**config.mk**
```make
export PLATFORM = sky130hd
export DESIGN_NAME = decode_stage
export DESIGN_NICKNAME = d
export VERILOG_FILES = /design/src/rtl/decode_stage.sv
export SDC_FILE = /design/constraint.sdc
export NUM_CORES = 1
export LEC_CHECK = 0
export CORE_ASPECT_RATIO = 2
export CORE_MARGIN = 2
export CORE_UTILIZATION = 45
export DETAILED_ROUTE_END_ITERATION = 8
export GPL_ROUTABILITY_DRIVEN = 0
export PLACE_DENSITY = 0.88
export SLEW_MARGIN = 5
export SYNTH_ARGS = -nofsm -noshare
export SYNTH_HDL_FRONTEND = slang
export SYNTH_SLANG_ARGS = --single-unit
```
**constraint.sdc**
```tcl
create_clock -name clk -period 7.9 [get_ports clk]
set_clock_uncertainty 0.05 [all_clocks]
set_input_delay 1.58 -clock clk [delete_from_list [all_inputs] [get_ports clk]]
set_output_delay 1.58 -clock clk [all_outputs]
set_load 0.005 [all_outputs]
```
**src/rtl/decode_stage.sv**
```systemverilog
// Registered RV32/RV64 decode stage: field extraction, immediate select, illegal detect,
// PC-relative target, held behind a single-entry valid/ready handshake with flush.
module decode_stage #(
    parameter int unsigned XLEN = 64,
    parameter int unsigned PC_W = 64
) (
    input  logic            clk,
    input  logic            rst,
    input  logic            flush,
    input  logic            in_valid,
    output logic            in_ready,
    input  logic [31:0]     in_instr,
    input  logic [PC_W-1:0] in_pc,
    output logic            out_valid,
    input  logic            out_ready,
    output logic [4:0]      out_rs1,
    output logic [4:0]      out_rs2,
    output logic [4:0]      out_rd,
    output logic [6:0]      out_opcode,
    output logic [2:0]      out_funct3,
    output logic [6:0]      out_funct7,
    output logic [XLEN-1:0] out_imm,
    output logic [2:0]      out_fmt,
    output logic [PC_W-1:0] out_target,
    output logic [PC_W-1:0] out_pc,
    output logic            out_illegal
);

    typedef enum logic [2:0] {
        FmtR   = 3'd0,
        FmtI   = 3'd1,
        FmtS   = 3'd2,
        FmtB   = 3'd3,
        FmtU   = 3'd4,
        FmtJ   = 3'd5,
        FmtIll = 3'd7
    } fmt_e;

    logic signed [11:0] imm_i;
    logic signed [11:0] imm_s;
    logic signed [12:0] imm_b;
    logic signed [31:0] imm_u;
    logic signed [20:0] imm_j;

    fmt_e            fmt_d;
    logic [XLEN-1:0] imm_d;
    logic [PC_W-1:0] target_d;
    logic            accept;

    logic            valid_q;
    logic [31:0]     instr_q;
    logic [PC_W-1:0] pc_q;
    logic [XLEN-1:0] imm_q;
    fmt_e            fmt_q;
    logic [PC_W-1:0] target_q;

    assign imm_i = in_instr[31:20];
    assign imm_s = {in_instr[31:25], in_instr[11:7]};
    assign imm_b = {in_instr[31], in_instr[7], in_instr[30:25], in_instr[11:8], 1'b0};
    assign imm_u = {in_instr[31:12], 12'b0};
    assign imm_j = {in_instr[31], in_instr[19:12], in_instr[20], in_instr[30:21], 1'b0};

    always_comb begin
        fmt_d = FmtIll;
        imm_d = '0;
        case (in_instr[6:0])
            7'b0000011, 7'b0010011, 7'b1100111,
            7'b0001111, 7'b1110011: fmt_d = FmtI;
            7'b0011011:             fmt_d = (XLEN == 64) ? FmtI : FmtIll;
            7'b0100011:             fmt_d = FmtS;
            7'b1100011:             fmt_d = FmtB;
            7'b0110111, 7'b0010111: fmt_d = FmtU;
            7'b1101111:             fmt_d = FmtJ;
            7'b0110011:             fmt_d = FmtR;
            7'b0111011:             fmt_d = (XLEN == 64) ? FmtR : FmtIll;
            default:                fmt_d = FmtIll;
        endcase
        // Opcode match already implies 2'b11 today; kept explicit for compressed words.
        if (in_instr[1:0] != 2'b11) begin
            fmt_d = FmtIll;
        end
        case (fmt_d)
            FmtI:    imm_d = XLEN'(imm_i);
            FmtS:    imm_d = XLEN'(imm_s);
            FmtB:    imm_d = XLEN'(imm_b);
            FmtU:    imm_d = XLEN'(imm_u);
            FmtJ:    imm_d = XLEN'(imm_j);
            default: imm_d = '0;
        endcase
    end

    assign target_d = in_pc + imm_d[PC_W-1:0];
    assign in_ready = !valid_q || out_ready;
    assign accept   = in_valid && in_ready && !flush;

    always_ff @(posedge clk) begin
        if (rst) begin
            valid_q  <= 1'b0;
            instr_q  <= '0;
            pc_q     <= '0;
            imm_q    <= '0;
            fmt_q    <= FmtR;
            target_q <= '0;
        end else if (flush) begin
            valid_q <= 1'b0;
        end else if (accept) begin
            valid_q  <= 1'b1;
            instr_q  <= in_instr;
            pc_q     <= in_pc;
            imm_q    <= imm_d;
            fmt_q    <= fmt_d;
            target_q <= target_d;
        end else if (out_ready) begin
            valid_q <= 1'b0;
        end
    end

    assign out_valid   = valid_q;
    assign out_opcode  = instr_q[6:0];
    assign out_rd      = instr_q[11:7];
    assign out_funct3  = instr_q[14:12];
    assign out_rs1     = instr_q[19:15];
    assign out_rs2     = instr_q[24:20];
    assign out_funct7  = instr_q[31:25];
    assign out_pc      = pc_q;
    assign out_imm     = imm_q;
    assign out_fmt     = fmt_q;
    assign out_target  = target_q;
    assign out_illegal = (fmt_q == FmtIll);

endmodule

```
# == After elaboration in Yosys (flattened, before gate mapping) ==
# Cells that the tools add are included.
# op_classes
n_reduce_logical,11
n_bitwise,1
mul,0
muxes,5
n_eq_ne,20
order_cmp,0
n_div,0
n_addsub,1
n_shift,0
# op_table
op,count
64-bit one-hot mux with 5 select lines,1
64-bit adder,1
7-bit by 6-bit equality test with 1-bit output (second input constant),4
7-bit equality test (second input constant),4
7-bit by 5-bit equality test with 1-bit output (second input constant),3
3-bit one-hot mux with 6 select lines,1
3-bit equality test (second input constant),3
7-bit by 2-bit equality test with 1-bit output (second input constant),1
7-bit by 4-bit equality test with 1-bit output (second input constant),1
3-bit by 2-bit equality test with 1-bit output (second input constant),2
2-bit OR reduction,3
6-bit OR reduction,1
3-bit by 1-bit equality test with 1-bit output (second input constant),1
3-bit 2-to-1 mux,1
1-bit logical AND,2
1-bit zero test,2
1-bit 2-to-1 mux,2
2-bit != test (second input constant),1
2-bit AND reduction,1
2-bit nonzero test,1
1-bit logical OR,1
1-bit NOT,1
# word_totals
latchBits,0
inputBits,101
ram_bits,0
ff_bits,228
n_memories,0
mem_bits_ro,0
output_inout_bits,230
word_cells,44

# == Depth between registers and ports, before layout ==
# logic_depth
depth_word,7
ltp_mapped,21
mapped_depth_nobuf,18

# == Worst setup path before layout ==
# OpenSTA, ideal clock, no wires.
# synth_path
path_kind,input-to-reg
from,input port in_instr[3]
to,register target_q[48] (netlist: out_target[48])
t_required_ps,7764
setup_slack_ps,1973
path_stages,20
arrival_time_ps,5791
path_buffers,3
setup_ps,86
cell_sequence,buf_2 -> or3b_1 -> a21oi_2 -> nor2_1 -> nor2_1 -> nor2_1 -> nor2_1 -> clkbuf_1 -> a21o_1 -> ha_1 -> clkbuf_1 -> nand4_1 -> or3_1 -> o41a_1 -> a2111oi_4 -> a21oi_2 -> mux2i_1 -> and2b_1 -> xnor2_1 -> a211oi_1
# synth_between
elab_chain_len,7
word_cells_on_any_way,25
cone_classes,add/sub: 1; eq/ne: 18; mux: 3; reduce/logical: 3
# synth_rtl
item,line,source
from (decl),12,"input logic [31:0] in_instr,"
7-bit by 5-bit equality test with 1-bit output (tied with other cells),66,case (in_instr[6:0])
6-bit OR reduction (no source line) (tied with other cells),-,
3-bit one-hot mux with 6 select lines (*),66,
3-bit 2-to-1 mux (*),79,if (in_instr[1:0] != 2'b11) begin
3-bit equality test (tied with other cells),82,case (fmt_d)
64-bit one-hot mux with 5 select lines (*),82,
net imm_d[23],46,logic [XLEN-1:0] imm_d;
64-bit adder (*),92,assign target_d = in_pc + imm_d[PC_W-1:0];
to (signal assigned),112,target_q <= target_d;
to (decl),55,logic [PC_W-1:0] target_q;
# The timed path passes the listed nets; every way through them passes the cells marked *.
# A chain may end at the register's enable or synchronous reset.

# == Worst setup path in the final report ==
# layout_path
from,input port in_instr[6]
to,register target_q[48] (netlist: out_target[48])
# The elaborated chain is that of the path after synthesis.

==> impl_metrics.tcl <==
set metrics [dict create \
    status "completed" \
    grt_start_max_net_pins 202 \
    ys_ff_latch 196 \
    syn_area_sq_mm 0.01133 \
    vdd_drop_max_mv 0.1443 \
    root_buffer "clkbuf_16" \
    cts_setup_buffers 0 \
    htree_levels 4 \
    die_h_microns 228.4 \
    grt_use_met1 0.3179 \
    grtUsageMet3 0.05357 \
    antenna_cells 0 \
    finalSetupTns_ps 0 \
    clkLatencyLatePin_ps 460 \
    overflow 0 \
    wl_microns 42790 \
    synth_nets 1680 \
    p_leak_uw 0.005603 \
    yosysTopAreaCell "dfxtp_1" \
    start_util 0.4546 \
    grt_pass1_wl_microns 64110 \
    cts_buffers 17 \
    synth.avg_cell_area_sq_um 7.326 \
    worst_pin_slew_ps 1071 \
    switchingPower_uw 706.2 \
    rows 82 \
    criticalPathCategory "input pin to flop" \
    yosysTopAreaCellShare 0.3462 \
    period_share 0.8737 \
    vias 12480 \
    io_buffer_count 330 \
    core_sq_mm 0.02493 \
    hold_viol 0 \
    period_needed_ps 6902 \
    pwr-share-comb 0.185 \
    viasPerCell 5.946 \
    path_clk_slew_ps 80 \
    cp.arrival_ps 7220 \
    synth_commonest_cells "nand2_1 (377), a21oi_1 (211), dfxtp_1 (196)" \
    synthCells 1547 \
    antenna_found_initial 0 \
    cts_sinks 196 \
    first_iter_violations 1145 \
    synth_edf_count 0 \
    switching_share 0.2868 \
    nets 1883 \
    pwr_density_cell_mw_per_mm2 163.6 \
    top_usage_layer "met2" \
    worstPathMaxFanout 14 \
    track_usage 0.3168 \
    crit_required_ps 8220 \
    startpoint_type "input pin" \
    hold_path_class "flop to flop" \
    grt_pass1_vias 11580 \
    place_hpwl_microns 31920 \
    ys_top_cells_by_area "dfxtp_1 (35%), nand2_1 (12%), a21oi_1 (9.3%)" \
    ys_warn_count 0 \
    synthFlopType "dfxtp_1" \
    p_int_uw 1756 \
    maxSlewHeadroom 0.2858 \
    firstDrtPassIters 5 \
    slew_violations 0 \
    ant_nets 0 \
    area_growth_pct 32.85 \
    cts_tree "done" \
    utilization 0.6039 \
    power_frac_clock 0.385 \
    wl_per_cell_microns 20.39 \
    synth_cell_type_count 72 \
    endpoint_kind "flop" \
    seqPwrFrac 0.430 \
    ys_async_sr_fraction 0 \
    hold_buffers 0 \
    setup_viol 0 \
    die-area_sq_mm 0.02655 \
    die_width_microns 116.2 \
    ys_seq_area_frac 0.3462 \
    drive_gt1_frac 0.03517 \
    synth.most_common_cell "nand2_1" \
    io_pins 331 \
    cts_resized 0 \
    cap_viol_max_count 0 \
    grtUsageMet2 0.5429 \
    clockBufferDepth 2 \
    timing.fmax_mhz 144.9 \
    rsz0062_at_grt "false" \
    drc 0 \
]
[layer usage]
metal,wire (microns),up-vias
li1,-,5767
met1,14330,5823
met2,21450,648
met3,2428,243
met4,4594,0
met5,0,-
[through the flow]
stage,hold WS [ps],power [uW],cell area [sq um],std cells,setup WS (ps)
6_report,402.9,2463,15060,2099,997.8
5_1_grt,421.1,2550,15060,2099,680.9
4_1_cts,403.4,2470,15060,2099,1117
3_5_place_dp,392.3,1528,14420,2067,681.9
3_3_place_gp,389.9,1519,14420,2067,915.6
2_1_floorplan,391.9,1302,11330,1547,1973
[registers in the layout (all words and copies together) (netlist names)]
register and flops:
out_fmt 3, out_pc 64, out_imm 32, out_valid 1, out_target 64, instr_q 32
[path summary, 6_finish.rpt]
| path | to | cells past startpoint | start | slack, ps |
|---|---|---|---|---|
| worst max register to register | out_target[14]$_SDFFE_PP0P_ | 7 | out_valid$_SDFFE_PP0P_ | 5540 |
| worst min-delay path | out_target[28]$_SDFFE_PP0P_ | 2 | out_target[28]$_SDFFE_PP0P_ | 400 |
| worst max-delay path | out_target[48]$_SDFFE_PP0P_ | 18 | in_instr[6] | 1000 |
| worst min register to register | out_target[28]$_SDFFE_PP0P_ | 2 | out_target[28]$_SDFFE_PP0P_ | 400 |
[power groups by stage]
stage                     clock (uW)  combinational [uW]  sequential [uW]
after CTS                        963                 451             1060
final                            948                 456             1060
after detailed placement           0                 448             1080
after global placement             0                 440             1080
after global routing             999                 488             1060
after floorplan                    0                 221             1080
[critical path, cell delays in order]
cell	delay (ps)
clkdlybuf4s50_1	620
and3_1	310
a211o_1	380
nor2_1	250
nor2_1	160
nor2_1	500
nor2_1	290
a21o_1	240
ha_1	450
nand4_1	200
or3_1	350
o41a_1	380
a2111oi_4	540
a21oi_2	170
mux2i_1	180
and2b_1	200
xnor2_1	120
a211oi_1	280
[cell type report]
cell class / count / area, sq um
multi-input combinational: 1185 / 6648
tap: 336 / 420.4
sequential: 196 / 3924
clock buffer: 19 / 442.9
fill: 2221 / 9874
timing repair buffer: 337 / 3382
clock inverter: 13 / 191.4
inverter: 13 / 48.80
[cells by family (layout without fill, tap and decap cells)]
family                   count (synthesis)  count (layout)  synth area share
AND/OR/NAND/NOR                        703             703            0.2864
AO/OA/AOI/OAI                          382             382            0.2074
flip-flops                             196             196            0.3462
buffers and inverters                  166             382           0.06878
XOR/XNOR                                50              50           0.03864
adder cells (fa/ha/maj)                 32              32           0.03599
multiplexers                            18              18           0.01656
[cell usage in the layout, fill, tap and decap left out, types with 5 or more instances in the layout]
cell type        Yosys  routed
xor2_1              15      15
ha_1                31      31
buf_4               33       5
nor3b_1              9       8
or2_2                5       5
nand3_1             43      43
o211ai_1            13      13
nor2_1              89      89
nand2b_1             8       8
xnor2_1             35      35
a211oi_1            14      14
a22o_1               5       5
and3_1              12      12
nand2_1            377     377
or4_1               16      16
o21a_1              11      11
a211o_1              6       6
nor2b_1              9       9
nor4_1              16      16
a21oi_1            211     211
nand3b_1            18      18
o21ai_1              7       7
a31oi_1              7       7
nand4_1             20      20
o21ai_0             28      28
nand4b_1            12      12
inv_1               13      13
mux2i_1             14      14
a21o_1              34      34
clkbuf_16            0      17
dfxtp_1            196     196
nor3_1              40      40
or3_1               13      13
clkdlybuf4s50_1      0     329
(Power assumes the default switching activity.)
